File: config.mk
export PLATFORM = sky130hd
export DESIGN_NAME = ysyx_22041461_div_unit
export DESIGN_NICKNAME = d
export VERILOG_FILES = /design/src/rtl/ysyx_22041461_div_unit.sv
export SDC_FILE = /design/constraint.sdc
export NUM_CORES = 1
export LEC_CHECK = 0
export CAP_MARGIN = 25
export CORE_UTILIZATION = 64
export CTS_CLUSTER_SIZE = 20
export DETAILED_ROUTE_END_ITERATION = 6
export HOLD_SLACK_MARGIN = 0.06
export MAX_ROUTING_LAYER = met4
export PLACE_DENSITY = 0.95
export REMOVE_ABC_BUFFERS = 1
export SYNTH_ARGS = -nofsm -noshare
export SYNTH_HDL_FRONTEND = slang
export SYNTH_SLANG_ARGS = --single-unit
File: constraint.sdc
create_clock -name clk -period 7.31 [get_ports clk]
set_input_delay 1.0965 -clock clk [delete_from_list [all_inputs] [get_ports clk]]
set_output_delay 1.0965 -clock clk [all_outputs]
set_load 0.02 [all_outputs]
File: src/rtl/ysyx_22041461_div_unit.sv
// Iterative restoring divider/remainder unit (DIV/DIVU/REM/REMU plus W variants).
// Optional macro YSYX_22041461_DIV_FAST_EN: divide-by-zero and signed overflow skip the iterations.
module ysyx_22041461_div_unit #(
  parameter int unsigned XLEN  = 64,
  parameter int unsigned CNT_W = 7
) (
  input  logic            clk,
  input  logic            rst_n,
  input  logic            in_valid,
  output logic            in_ready,
  input  logic [XLEN-1:0] src1,
  input  logic [XLEN-1:0] src2,
  input  logic [1:0]      op,
  input  logic            word,
  input  logic            flush,
  output logic            out_valid,
  input  logic            out_ready,
  output logic [XLEN-1:0] result
);

  typedef enum logic [1:0] {IDLE, CALC, DONE} state_e;

  state_e            state_q, state_d;
  logic [CNT_W-1:0]  cnt_q, cnt_d;
  logic [XLEN-1:0]   rem_q, rem_d, quo_q, quo_d, dvs_q, dvs_d, result_q, result_d;
  logic [1:0]        op_q, op_d;
  logic              word_q, word_d, qneg_q, qneg_d, rneg_q, rneg_d, dz_q, dz_d;
  logic              in_ready_q, in_ready_d, out_valid_q, out_valid_d;

  logic              accept, word_eff, sgn, neg1, neg2, dz, ge;
  logic [XLEN-1:0]   ea1, ea2, mag1, mag2, step_rem, qv, rv, sel, result_fin;
  logic [XLEN:0]     sh;

  assign in_ready  = in_ready_q;
  assign out_valid = out_valid_q;
  assign result    = result_q;

  // Operand conditioning at acceptance: effective width, sign handling, magnitudes
  assign accept   = in_valid && in_ready_q && !flush;
  assign word_eff = (XLEN == 64) && word;
  assign sgn      = !op[0];
  assign ea1 = word_eff ? (sgn ? XLEN'(signed'(src1[31:0])) : XLEN'(src1[31:0])) : src1;
  assign ea2 = word_eff ? (sgn ? XLEN'(signed'(src2[31:0])) : XLEN'(src2[31:0])) : src2;
  assign neg1 = sgn && ea1[XLEN-1];
  assign neg2 = sgn && ea2[XLEN-1];
  assign mag1 = neg1 ? -ea1 : ea1;
  assign mag2 = neg2 ? -ea2 : ea2;
  assign dz   = (ea2 == '0);

`ifdef YSYX_22041461_DIV_FAST_EN
  logic            ovf;
  logic [XLEN-1:0] min_neg;
  assign min_neg = word_eff ? XLEN'(signed'(32'h8000_0000)) : {1'b1, {(XLEN-1){1'b0}}};
  assign ovf     = sgn && (ea1 == min_neg) && (ea2 == '1);
`endif

  // One restoring step: shift in next dividend bit, trial-subtract the divisor
  assign sh       = {rem_q, quo_q[XLEN-1]};
  assign ge       = (sh >= {1'b0, dvs_q});
  assign step_rem = ge ? XLEN'(sh - {1'b0, dvs_q}) : sh[XLEN-1:0];

  // Sign fix-up of the unsigned quotient/remainder; a zero divisor forces all-ones quotient
  assign qv         = dz_q ? '1 : (qneg_q ? -quo_q : quo_q);
  assign rv         = rneg_q ? -rem_q : rem_q;
  assign sel        = op_q[1] ? rv : qv;
  assign result_fin = word_q ? XLEN'(signed'(sel[31:0])) : sel;

  always_ff @(posedge clk or negedge rst_n) begin
    if (!rst_n) state_q <= IDLE;
    else        state_q <= state_d;
  end

  always_comb begin
    state_d = state_q;
    unique case (state_q)
      IDLE:    if (accept) state_d = CALC;
      CALC:    if (flush) state_d = IDLE;
               else if (cnt_q == '0) state_d = DONE;
      DONE:    if (flush || out_ready) state_d = IDLE;
      default: state_d = IDLE;
    endcase
  end

  always_comb begin
    in_ready_d  = 1'b0;
    out_valid_d = 1'b0;
    cnt_d    = cnt_q;
    rem_d    = rem_q;
    quo_d    = quo_q;
    dvs_d    = dvs_q;
    op_d     = op_q;
    word_d   = word_q;
    qneg_d   = qneg_q;
    rneg_d   = rneg_q;
    dz_d     = dz_q;
    result_d = result_q;
    unique case (state_d)
      IDLE:    in_ready_d  = 1'b1;
      DONE:    out_valid_d = 1'b1;
      default: ;
    endcase
    if (accept) begin
      cnt_d  = CNT_W'(word_eff ? 32 : XLEN);
      rem_d  = '0;
      quo_d  = word_eff ? (mag1 << 32) : mag1;
      dvs_d  = mag2;
      op_d   = op;
      word_d = word_eff;
      qneg_d = neg1 ^ neg2;
      rneg_d = neg1;
      dz_d   = dz;
`ifdef YSYX_22041461_DIV_FAST_EN
      if (dz || ovf) begin
        cnt_d = '0;
        quo_d = mag1;
        rem_d = dz ? mag1 : '0;
      end
`endif
    end else if (state_q == CALC && !flush) begin
      if (cnt_q != '0) begin
        rem_d = step_rem;
        quo_d = {quo_q[XLEN-2:0], ge};
        cnt_d = cnt_q - CNT_W'(1);
      end else begin
        result_d = result_fin;
      end
    end
  end

  always_ff @(posedge clk or negedge rst_n) begin
    if (!rst_n) begin
      cnt_q       <= '0;
      rem_q       <= '0;
      quo_q       <= '0;
      dvs_q       <= '0;
      op_q        <= '0;
      word_q      <= 1'b0;
      qneg_q      <= 1'b0;
      rneg_q      <= 1'b0;
      dz_q        <= 1'b0;
      result_q    <= '0;
      in_ready_q  <= 1'b1;
      out_valid_q <= 1'b0;
    end else begin
      cnt_q       <= cnt_d;
      rem_q       <= rem_d;
      quo_q       <= quo_d;
      dvs_q       <= dvs_d;
      op_q        <= op_d;
      word_q      <= word_d;
      qneg_q      <= qneg_d;
      rneg_q      <= rneg_d;
      dz_q        <= dz_d;
      result_q    <= result_d;
      in_ready_q  <= in_ready_d;
      out_valid_q <= out_valid_d;
    end
  end

endmodule
======== Word level (Yosys, flattened, before mapping) ========
Cells that the tools add are included.
operators by class
  $add $sub $neg .......................... 6
  $mul .................................... 0
  divide/modulo/power cells ............... 0
  order comparisons ....................... 1
  equal/unequal tests ..................... 3
  shift-type cells ........................ 0
  multiplexer cells ....................... 30
  bitwise operators ....................... 3
  reduce and logical (&&, ||, !) cells .... 17
operator list
  cell                   number
  $mux W64               19
  $neg A64 Y64           4
  $ge A65 B64 Y1         1
  $logic_not A64 Y1      1
  $sub A64 B64 Y64       1
  $mux W7                4
  $mux W2                4
  $logic_not A7 Y1       1
  $reduce_bool A7 Y1     1
  $sub A7 B1 Y7 const B  1
  $pmux W2 S3            1
  $logic_and A1 B1 Y1    5
  $eq A2 B2 Y1 const B   2
  $logic_not A2 Y1       2
  $reduce_bool A2 Y1     2
  $reduce_and A3 Y1      1
  $eq A2 B1 Y1 const B   1
  $logic_not A1 Y1       2
  $mux W1                2
  $not A1 Y1             2
  $reduce_and A2 Y1      1
  $logic_or A1 B1 Y1     1
  $xor A1 B1 Y1          1
word-level totals
  register bits ........................... 273
  bits in latches ......................... 0
  RAM bits ................................ 0
  memory bits (read-only) ................. 0
  bits of input ports ..................... 136
  word-level logic and storage cells ...... 73
  memories kept ........................... 0

======== Depth between registers and ports, before layout ========
Gate-level depths: netlist of run 1.
  depth in word-level cells ............... 6
  mapped depth ............................ 16
  gate-level depth less buffers ........... 15

======== Worst setup path after synthesis of run 1 ========
Ideal clock, no wire load.
  path type ............................... input -> register
  from .................................... input src2[4]
  to ...................................... register dvs_q[57]
  arrival ................................. 3.929 ns
  slack ................................... 3.252 ns
  stages on the path ...................... 11
  buffers on the path ..................... 0
  cells stage by stage .................... or4_4 nor4_4 nand4_4 nor3_4 nand2_2 or4_4 or3_4 nor3_2 a31oi_1 xnor2_1 o21ai_1
on the way
  longest elaborated chain between the ends .. 4
RTL lines
  what                  RTL line  source
  from (decl)           12        input logic [XLEN-1:0] src2,
  $mux W64              43        assign ea2 = word_eff ? (sgn ? XLEN'(signed'(src2[31:0])) : XLEN'(src2[31:0])) : src2;
  $mux W64 (*)          43
  $neg A64 Y64 (*)      47        assign mag2 = neg2 ? -ea2 : ea2;
  $mux W64 (*)          47
  to (signal assigned)  148       dvs_q <= dvs_d;
  to (decl)             25        logic [XLEN-1:0] rem_q, rem_d, quo_q, quo_d, dvs_q, dvs_d, result_q, result_d;
Every way passes the cells marked *; elsewhere a longest branch is shown, timed or not.
A chain may end at the register's enable or synchronous reset.

======== Final worst setup path of run 1 ========
  from .................................... input op[0]
  to ...................................... register quo_q[61]
on the way
  longest elaborated chain between the ends .. 6
RTL lines
  what                                                 RTL line  source
  from (decl)                                          13        input logic [1:0] op,
  $mux W64 (2 in series)                               42        assign ea1 = word_eff ? (sgn ? XLEN'(signed'(src1[31:0])) : XLEN'(src1[31:0])) : src1;
  $neg A64 Y64 or $logic_and A1 B1 Y1 (tied branches)  46, 44
  $mux W64 (*)                                         46        assign mag1 = neg1 ? -ea1 : ea1;
  $mux W64 (*)                                         105       quo_d = word_eff ? (mag1 << 32) : mag1;
  $mux W64 (*)                                         102       if (accept) begin
  to (signal assigned)                                 147       quo_q <= quo_d;
  to (decl)                                            25
Marks and branches as above.

==> flow_summary_export.csv, run 1 <==
group,metric,value,unit
floorplanning,initial_core_util,0.656,
worst_setup_path,worstPathArrival,5.24,ns
finish,area_delta_synth_final,14.9,%
timing,setup_viol,0,
global_routing,gr-total-overflow,0,
timing,hold_viol_final,0,
power,power.leakage,10.7,nW
placed_design,dp_hpwl,55900,um
status,status,"finished, final reports clean",
clock_tree,cts_buffer_depth,3,
route,wire_per_inst,22.5,um
finish,n_antenna_cell,0,
timing,rsz0062_at_grt,"no",
min_path,hp-start,"result[5]$_DFFE_PN0P_",
global_routing,grt_max_degree,148,
flow_run,maxCapViolCount,0,
global_routing,grt_pass1_wl,121000,um
route,num_vias,23100,
route,via_per_inst,6.82,
finish,drive_gt1_frac,0.0395,
clock_tree,clockRootBuffer,"clkbuf_16",
finish,nets,3117,
synthesis,synth_edf_count,0,
floorplanning,die_h,188,um
worst_setup_path,worst_setup_path_end_kind,"flop",
floorplanning,die-area,0.0354,mm^2
worst_setup_path,timing.rr.end,"rem_q[3]$_DFFE_PN0P_",
clock_tree,cts_resized,0,
synthesis,netlist_instances,2834,
clock_tree,cts_sinks,272,
worst_setup_path,critPathRequiredTime,7.75,ns
clock_tree,cts_buffers,31,
floorplanning,io_pins,202,
clock_tree,cts_setup_buffers,0,
route,postRouteAntennaNets,0,
clock_tree,clkLatencyLatePin,0.59,ns
power,peakVddDrop,318,uV
placed_design,place_congestion,1.05,
route,drc,0,
worst_setup_path,r2r-start,"quo_q[63]$_DFFE_PN0P_",
worst_setup_path,crit_type,"input port to flop",
min_path,min_to,"result[5]$_DFFE_PN0P_",
timing,setup_slack,2.51,ns
clock_tree,cts_max_level,1,
timing,min_period,4.80,ns
worst_setup_path,reg2reg_depth,14,
finish,fin_area,0.0255,mm^2
timing,timing.fmax,208,MHz
worst_setup_path,path_max_fanout,8,
worst_setup_path,worst_setup_path_start_kind,"input port",
timing,skew,0.0162,ns
floorplanning,fp.coreArea,0.0339,mm^2
timing,finalCritPeriodShare,0.657,
global_routing,grt_pass1_vias,22100,
placed_design,post-place-ws,2.03,ns
timing,slew_headroom,0.282,
synthesis,yosysWarnings,0,
floorplanning,die-width,188,um
synthesis,ys_seq_elements,272,
placed_design,port_buffers,201,
synthesis,yosysUniqueCellTypes,77,
timing,tightestPinTransition,1.07,ns
min_path,min_path_type,"flop to flop",
min_path,whs_path_depth,1,
worst_setup_path,rrSetupSlack,2.68,ns
clock_tree,holdBufCountCts,0,
route,drtPass1Iterations,6,
finish,fill_cells,2449,
synthesis,netlist_area,0.0222,mm^2
global_routing,antenna_found_initial,0,
synthesis,yosysSeqAreaShare,0.307,
power,power.density,440,mW/mm^2
floorplanning,rows,67,
route,totalWireLength,76200,um
route,drtIter0Drc,2667,
synthesis,syn_area_per_cell,7.84,um^2
clock_tree,cts_tree,"built",
placed_design,dpl_cell_area,0.0243,mm^2
timing,maxSlewViolCount,0,
synthesis,async_reset_ff_frac,1.00,
global_routing,track_usage,0.439,
synthesis,ys.flop_type,"dfrtp_1",
clock_tree,clkTransAtPathRegs,0.06,ns
cell usage after synthesis (12+ instances only):
cell type | instances | area, um^2
nand2_1 | 328 | 1230
dfrtp_1 | 271 | 6780
o21ai_0 | 255 | 1280
nor2_1 | 235 | 882
a21oi_1 | 230 | 1150
xor2_1 | 181 | 1590
clkbuf_1 | 172 | 646
xnor2_1 | 126 | 1100
inv_1 | 115 | 432
nor3_1 | 89 | 445
ha_1 | 70 | 876
a21o_1 | 61 | 458
a221oi_1 | 57 | 499
mux2i_1 | 57 | 571
o31ai_1 | 56 | 420
a211oi_1 | 43 | 323
a31oi_1 | 41 | 257
or3_1 | 41 | 257
nand3_1 | 36 | 180
o22ai_1 | 32 | 200
or4_1 | 32 | 240
nor4_1 | 31 | 194
o211ai_1 | 28 | 210
nand4_1 | 25 | 156
o41ai_1 | 23 | 201
o21bai_1 | 17 | 128
o22a_1 | 17 | 149
and3_1 | 12 | 75.1
flip-flops by register name (all words and copies together) (netlist names):
signal     cells
op_q           1
dvs_q         64
out_valid      1
result        64
rem_q         64
cnt_q          7
word_q         1
quo_q         64
qneg_q         1
in_ready       1
state_q        2
rneg_q         1
dz_q           1
critical path: stages:
cell and delay (ns):
clkdlybuf4s50_1 0.89, clkinv_1 0.52, a21oi_1 0.65, o22ai_1 0.22
nor4_1 0.36, o21ai_0 0.23, nor3_1 0.46, a31oi_1 0.22
a21oi_1 0.20, xnor2_1 0.09, o211ai_1 0.17, o21ai_0 0.12
power breakdown:
| group | leakage (nW) | internal [W] | total (W) | switching, W |
|---|---|---|---|---|
| registers | 3.49 | 0.00206 | 0.00294 | 0.000888 |
| clock network | 0.567 | 0.00109 | 0.00177 | 0.000676 |
| logic | 6.68 | 0.00254 | 0.00653 | 0.00399 |
| total | 10.7 | 0.00569 | 0.0112 | 0.00555 |
how the worst max path moves through the flow:
stage	from	cells past startpoint	slack (ns)	to
final	op[0]	12	2.51	quo_q[61]$_DFFE_PN0P_
after global routing	op[0]	12	2.28	quo_q[61]$_DFFE_PN0P_
after CTS	op[0]	12	2.62	quo_q[61]$_DFFE_PN0P_
after detailed placement	op[0]	12	2.03	dvs_q[57]$_DFFE_PN0P_
after global placement	op[0]	12	2.12	dvs_q[57]$_DFFE_PN0P_
after floorplan	rem_q[38]$_DFFE_PN0P_	12	-0.20	rem_q[63]$_DFFE_PN0P_
placed cells by master (no fill, tap or decap), types with 31 or more instances in the layout:
| cell type | n |
|---|---|
| a211oi_1 | 43 |
| inv_1 | 115 |
| nand2_1 | 327 |
| xnor2_1 | 126 |
| nor2_1 | 233 |
| clkbuf_16 | 31 |
| nand3_1 | 35 |
| nor4_1 | 31 |
| a21oi_1 | 227 |
| a21o_1 | 61 |
| or3_1 | 41 |
| dfrtp_1 | 270 |
| or4_1 | 32 |
| xor2_1 | 181 |
| o22ai_1 | 32 |
| mux2i_1 | 57 |
| nor3_1 | 89 |
| a31oi_1 | 41 |
| ha_1 | 70 |
| o31ai_1 | 56 |
| o21ai_0 | 255 |
| clkdlybuf4s50_1 | 199 |
| a221oi_1 | 57 |
logic make-up (layout without fill, tap and decap cells):
family / Yosys count / count (layout) / share of synthesized area
buffers and inverters: 295 / 395 / 0.0499
AO/OA/AOI/OAI: 924 / 924 / 0.263
flip-flops: 272 / 272 / 0.307
AND/OR/NAND/NOR: 908 / 908 / 0.194
multiplexers: 57 / 57 / 0.0257
adder cells (fa/ha/maj): 71 / 71 / 0.0403
XOR/XNOR: 307 / 307 / 0.121
metrics by stage:
stage	utilization	std cells	hold WS, ns	total power, W	setup TNS (ns)
floorplan	-	2655	0.450	0.00755	-5.70
global placement	0.719	3323	0.453	0.00902	0
detailed placement	0.719	3324	0.465	0.00920	0
CTS	0.753	3381	0.478	0.0110	0
global route	0.754	3382	0.490	0.0119	0
finish	0.754	3382	0.474	0.0112	0
per-layer routing:
metal  part of all wire  up-vias  GRT usage
met5                  0        -          -
met4              0.054        0      0.210
met3               0.10      283     0.0639
met2               0.45     1487      0.668
met1               0.39    10900      0.576
li1                   -    10400          -
final cells by class:
type                            instances  area [um^2]  area share
Clock buffer                           41          883      0.0346
Clock inverter                         16          262      0.0102
Inverter                              116          435      0.0171
Multi-Input combinational cell       2267        14300       0.562
Sequential cell                       272         6810       0.267
Tap cell                              448          561      0.0220
Timing Repair Buffer                  222         2230      0.0875
(Power assumes the default switching activity.)
==> run 2, diff against run 1 <==
--- a/config.mk
+++ b/config.mk
@@ -6,12 +6,12 @@
 export NUM_CORES = 1
 export LEC_CHECK = 0
 export CAP_MARGIN = 25
-export CORE_UTILIZATION = 64
+export CORE_UTILIZATION = 54
 export CTS_CLUSTER_SIZE = 20
 export DETAILED_ROUTE_END_ITERATION = 6
 export HOLD_SLACK_MARGIN = 0.06
 export MAX_ROUTING_LAYER = met4
-export PLACE_DENSITY = 0.95
+export PLACE_DENSITY = 0.87
 export REMOVE_ABC_BUFFERS = 1
 export SYNTH_ARGS = -nofsm -noshare
 export SYNTH_HDL_FRONTEND = slang
==> constraint.sdc (replaced) <==
create_clock -name clk -period 4.3 [get_ports clk]
set_input_delay 0.645 -clock clk [delete_from_list [all_inputs] [get_ports clk]]
set_output_delay 0.645 -clock clk [all_outputs]
set_load 0.02 [all_outputs]
==> run 2 against run 1 <==
  * Register-to-register slack lost 2.4 ns
  * Cell count rose by 4.9%
  * Utilization is 10 points lower
  * Cell area up 2.8%
  * Flip-flop and latch count unchanged
  * Largest power group unchanged
  * Non-clock buffer count rose by 89
  * Critical endpoint is now rem_q[51]$_DFFE_PN0P_
  * Clock power up 53%
  * Die area increased by 18%
  * Count of clock-buffer cells in the layout unchanged
  * Sequential share of layout area is 0.72 points lower
  * Highest routed layer unchanged
  * Global-route usage fell by 7.2 points
  * Via count is 1.1% lower
==> flow_summary_export.csv, run 2 (synthesis results as in run 1) <==
group,metric,value,unit
status,status,"finished, final reports clean",
worst_setup_path,reg2reg_depth,14,
finish,fill_cells,3447,
worst_setup_path,worstPathArrival,4.45,ns
route,drtPass1Iterations,6,
global_routing,grt_pass1_wl,118000,um
clock_tree,clkLatencyLatePin,0.59,ns
clock_tree,clkTransAtPathRegs,0.06,ns
floorplanning,die-width,205,um
global_routing,grt_max_degree,153,
timing,rsz0062_at_grt,"no",
global_routing,grt_pass1_vias,21600,
route,wire_per_inst,21.5,um
timing,finalCritPeriodShare,0.925,
placed_design,place_congestion,1.04,
finish,drive_gt1_frac,0.0672,
timing,tightestPinTransition,0.932,ns
worst_setup_path,path_max_fanout,6,
timing,setup_viol,0,
placed_design,dp_hpwl,58000,um
placed_design,place_inst,3490,
route,drc,0,
worst_setup_path,crit_type,"flop to flop",
clock_tree,cts_setup_buffers,0,
route,postRouteAntennaNets,0,
floorplanning,initial_core_util,0.553,
clock_tree,cts_max_level,1,
route,totalWireLength,76200,um
clock_tree,cts_resized,0,
power,power.density,737,mW/mm^2
floorplanning,die_h,205,um
route,via_per_inst,6.43,
clock_tree,cts_buffer_depth,3,
finish,final_cell_mix,"327 x nand2_1, 270 x dfrtp_1, 255 x o21ai_0",
timing,maxSlewViolCount,0,
finish,area_delta_synth_final,18.1,%
floorplanning,die-area,0.0419,mm^2
clock_tree,cts_sinks,272,
power,power.leakage,11.1,nW
min_path,min_path_type,"input port to async pin",
route,drtIter0Drc,2571,
global_routing,antenna_found_initial,1,
floorplanning,fp.coreArea,0.0402,mm^2
worst_setup_path,worst_setup_path_end_kind,"flop",
placed_design,port_buffers,201,
finish,final_common_cell,"nand2_1",
timing,min_period,3.98,ns
timing,hold_viol_final,0,
clock_tree,clockRootBuffer,"clkbuf_16",
route,num_vias,22800,
floorplanning,io_pins,202,
clock_tree,holdBufCountCts,0,
worst_setup_path,worst_setup_path_start_kind,"flop",
timing,skew,0.0271,ns
global_routing,track_usage,0.368,
global_routing,gr-total-overflow,0,
timing,slew_headroom,0.379,
timing,timing.fmax,251,MHz
placed_design,post-place-ws,0.0530,ns
finish,final_cells,3548,
floorplanning,rows,73,
worst_setup_path,critPathRequiredTime,4.77,ns
clock_tree,cts_tree,"built",
timing,setup_slack,0.321,ns
clock_tree,cts_buffers,31,
flow_run,maxCapViolCount,0,
power,peakVddDrop,343,uV
finish,nets,3206,
==> run 2: cell count changes in the layout (fill, tap and decap cells not counted), moves of 2 or more <==
| cell | before | now |
|---|---|---|
| buf_4 | 17 | 103 |
| clkinvlp_4 | 1 | 4 |
| clkbuf_8 | 7 | 5 |
| clkinv_2 | 7 | 5 |
| bufinv_16 | 7 | 3 |
| clkbuf_1 | 3 | 5 |
| buf_12 | 3 | 7 |
==> run 2: report_power, final <==
part	switching [W]	internal (W)	total (W)	leakage (nW)
Combinational	0.00703	0.00473	0.0118	7.13
Clock	0.00112	0.00159	0.00271	0.502
Sequential	0.00135	0.00350	0.00485	3.49
Total	0.00950	0.00982	0.0193	11.1
==> run 2: layout make-up <==
type,instances,area [um^2],area share
clock inverters,15,174,0.00663
inverters,116,435,0.0166
repair buffers,311,2950,0.112
multi-input cells,2267,14300,0.547
flip-flops and latches,272,6810,0.260
well taps,525,657,0.0250
clock buffers,41,863,0.0329
diodes,1,2.50,0.0000954
==> run 2: worst paths after layout <==
check	endpoint	slack, ns	start
setup / recovery	rem_q[51]$_DFFE_PN0P_	0.32	rem_q[11]$_DFFE_PN0P_
hold / removal	dvs_q[3]$_DFFE_PN0P_	0.05	rst_n
hold reg to reg	result[38]$_DFFE_PN0P_	0.48	result[38]$_DFFE_PN0P_
setup reg to reg	rem_q[51]$_DFFE_PN0P_	0.32	rem_q[11]$_DFFE_PN0P_
max in group asynchronous	result[21]$_DFFE_PN0P_	3.14	rst_n
min in group clk	result[38]$_DFFE_PN0P_	0.48	result[38]$_DFFE_PN0P_
==> run 2: metrics by stage <==
step	area, um^2	TNS, ns	hold slack (ns)	total power [W]	util
6_report	26200	0	0.0502	0.0193	0.653
5_1_grt	26200	0	0.123	0.0206	0.653
4_1_cts	26200	0	0.110	0.0190	0.652
3_5_place_dp	25200	0	0.463	0.0162	0.626
3_3_place_gp	25200	0	0.458	0.0159	0.626
2_1_floorplan	21500	-282.44	0.349	0.0122	-
==> run 2: worst max-delay path: stages (launching register included) <==
cell	delay (ns)
dfrtp_1	0.41
ha_1	0.39
a21oi_1	0.52
o211ai_1	0.25
a211o_1	0.32
a21oi_1	0.26
o31ai_1	0.14
buf_4	0.17
a31oi_1	0.36
buf_4	0.21
o21ai_0	0.13
a21boi_0	0.30
xnor2_1	0.18
o21ai_0	0.10
o211a_1	0.11
==> run 2: metal layers <==
layer	routed length, um	GRT usage
met5	0	-
met4	3520	0.158
met2	34100	0.565
met1	31500	0.490
met3	7080	0.0412
==> run 3, diff against run 2 <==
--- a/config.mk
+++ b/config.mk
@@ -5,7 +5,6 @@
 export SDC_FILE = /design/constraint.sdc
 export NUM_CORES = 1
 export LEC_CHECK = 0
-export CAP_MARGIN = 25
 export CORE_UTILIZATION = 54
 export CTS_CLUSTER_SIZE = 20
 export DETAILED_ROUTE_END_ITERATION = 6
==> constraint.sdc (replaced) <==
create_clock -name clk -period 3.6 [get_ports clk]
set_input_delay 0.54 -clock clk [delete_from_list [all_inputs] [get_ports clk]]
set_output_delay 0.54 -clock clk [all_outputs]
set_load 0.02 [all_outputs]
==> run 3 against run 2 <==
  * Hold slack better by 0.43 ns
  * Wire length rose by 9.2%
  * Register-to-register slack worse by 0.30 ns
  * Total power up 35%
  * Count of clock-buffer cells in the layout is 4 higher
  * Highest routed layer unchanged
==> flow_summary_export.csv, run 3 (synthesis results as in run 1) <==
group,metric,value,unit
timing,maxSlewViolCount,0,
route,via_per_inst,6.37,
finish,area_delta_synth_final,30.8,%
floorplanning,die_h,205,um
worst_setup_path,slowest_stage,"dfrtp_1",
timing,setup_tns,0,ns
floorplanning,fp.coreArea,0.0402,mm^2
finish,final_cells,3874,
worst_setup_path,cp_cell_sequence,"buf_4 -> nor4_1 -> nand4_1 -> nand4bb_1 -> or3_1 -> or3_1 -> or2_4 -> o31ai_2 -> xor2_1 -> a221oi_2 -> o22a_1",
clock_tree,cts_sinks,272,
placed_design,place_congestion,1.04,
floorplanning,die-area,0.0419,mm^2
global_routing,track_usage,0.403,
status,status,"finished, final reports clean",
min_path,min_path_type,"flop to flop",
worst_setup_path,worst_setup_path_start_kind,"flop",
timing,hold_viol_final,0,
worst_setup_path,path_max_fanout,6,
timing,skew,0.0148,ns
flow_run,maxCapViolCount,0,
global_routing,antenna_found_initial,0,
route,drtIter0Drc,3179,
finish,drive_gt1_frac,0.174,
route,drc,0,
finish,multi_input_area,0.0147,mm^2
finish,nets,3533,
timing,setup_viol,0,
global_routing,gr-total-overflow,0,
global_routing,grt_pass1_wl,129000,um
worst_setup_path,worst_setup_path_end_kind,"flop",
route,num_vias,24700,
power,clkPwrFrac,0.123,
timing,min_period,3.58,ns
global_routing,grt_pass1_vias,23800,
route,wire_per_inst,21.5,um
finish,post-route-util,0.723,
floorplanning,rows,73,
floorplanning,die-width,205,um
clock_tree,cts_buffers,31,
power,combPwrFrac,0.666,
clock_tree,cts_buffer_depth,3,
worst_setup_path,reg2reg_depth,11,
worst_setup_path,critPathRequiredTime,4.08,ns
power,seqPwrFrac,0.210,
finish,final_common_cell,"buf_4",
worst_setup_path,worstPathArrival,4.06,ns
timing,slew_headroom,0.316,
placed_design,place_inst,3805,
clock_tree,clkLatencyLatePin,0.60,ns
finish,regArea,0.00681,mm^2
placed_design,port_buffers,201,
route,totalWireLength,83200,um
finish,final_cell_mix,"426 x buf_4, 324 x nand2_1, 269 x dfrtp_1",
power,power.density,900,mW/mm^2
finish,fill_cells,3076,
global_routing,grt_max_degree,153,
clock_tree,cts_tree,"built",
clock_tree,cts_max_level,1,
power,power.leakage,12.8,nW
finish,n_antenna_cell,0,
power,peakVddDrop,464,uV
min_path,whs_path_depth,2,
route,postRouteAntennaNets,0,
route,drtPass1Iterations,6,
power,p_int,0.0137,W
worst_setup_path,crit_top_cell,"or3_1",
floorplanning,io_pins,202,
power,p_sw,0.0125,W
timing,rsz0062_at_grt,"yes",
timing,finalCritPeriodShare,0.994,
timing,timing.fmax,279,MHz
floorplanning,initial_core_util,0.553,
timing,tightestPinTransition,1.03,ns
worst_setup_path,crit_type,"flop to flop",
clock_tree,clockRootBuffer,"clkbuf_16",
clock_tree,clkTransAtPathRegs,0.07,ns
worst_setup_path,critPathMaxStageDelay,0.44,ns
power,p_sw_frac,0.477,
placed_design,dp_hpwl,62500,um
==> run 3: cell count changes in the layout (fill, tap and decap cells not counted), sizes merged <==
cell / previous run / this run
bufinv: 3 / 2
clkinvlp: 4 / 1
dlygate4sd3: 0 / 1
inv: 118 / 115
clkinv: 6 / 9
a21oi: 230 / 231
buf: 112 / 437
clkbuf: 41 / 45
diode: 1 / 0
==> run 3: metrics by stage <==
stage / instance area, um^2 / setup WS, ns / hold WS [ns] / total power, W
5_1_grt: 29000 / -0.109 / 0.493 / 0.0277
6_report: 29000 / 0.0221 / 0.479 / 0.0261
4_1_cts: 28700 / 0.0115 / 0.480 / 0.0250
3_5_place_dp: 27500 / -0.462 / 0.466 / 0.0214
2_1_floorplan: 21500 / -3.91 / 0.244 / 0.0144
3_3_place_gp: 27500 / -0.435 / 0.461 / 0.0210
==> run 3: repair_timing <==
action	4_1_cts	5_1_grt
endpoints found under the setup margin	49	71
setup buffers	5	6
hold buffers	1	0
resized for setup	12	65
pin swaps	9	27
gates cloned	1	0
hold endpoints to repair	64	0
==> run 3: routing by layer <==
| layer | up-vias | wire length (um) | GRT usage |
|---|---|---|---|
| met2 | 1413 | 37600 | 0.622 |
| met4 | 0 | 4230 | 0.196 |
| met1 | 11700 | 33900 | 0.520 |
| met3 | 283 | 7510 | 0.0544 |
| li1 | 11300 | - | - |
| met5 | - | 0 | - |
==> run 3: power groups by stage <==
stage	combinational (W)	clock, W	sequential, W
5_1_grt	0.0187	0.00336	0.00559
4_1_cts	0.0164	0.00322	0.00539
3_3_place_gp	0.0156	0	0.00535
6_report	0.0174	0.00323	0.00550
3_5_place_dp	0.0160	0	0.00542
2_1_floorplan	0.00885	0	0.00559
==> run 3: critical path: cells and delay by family, from the launching register on <==
kind / cells / cell delay [ns]
buffers and inverters: 1 / 0.19
XOR/XNOR: 1 / 0.29
AO/OA/AOI/OAI: 3 / 0.53
flip-flops: 1 / 0.44
AND/OR/NAND/NOR: 6 / 1.99
==> run 3: area by class of cell <==
class,instances,share of cell area
Tap cell,525,0.0226
Sequential cell,272,0.235
Clock buffer,45,0.0309
Inverter,116,0.0150
Timing Repair Buffer,637,0.186
Multi-Input combinational cell,2268,0.507
Clock inverter,11,0.00396
==> run 3: worst paths after layout <==
check                                      start                endpoint  slack (ns)
min reg2reg                dvs_q[22]$_DFFE_PN0P_   dvs_q[22]$_DFFE_PN0P_        0.48
min in group asynchronous                  rst_n    dvs_q[1]$_DFFE_PN0P_        0.50
max in group asynchronous                  rst_n   dvs_q[56]$_DFFE_PN0P_        2.22
max reg2reg                rem_q[14]$_DFFE_PN0P_  result[57]$_DFFE_PN0P_        0.02
max                        rem_q[14]$_DFFE_PN0P_  result[57]$_DFFE_PN0P_        0.02
min                        dvs_q[22]$_DFFE_PN0P_   dvs_q[22]$_DFFE_PN0P_        0.48
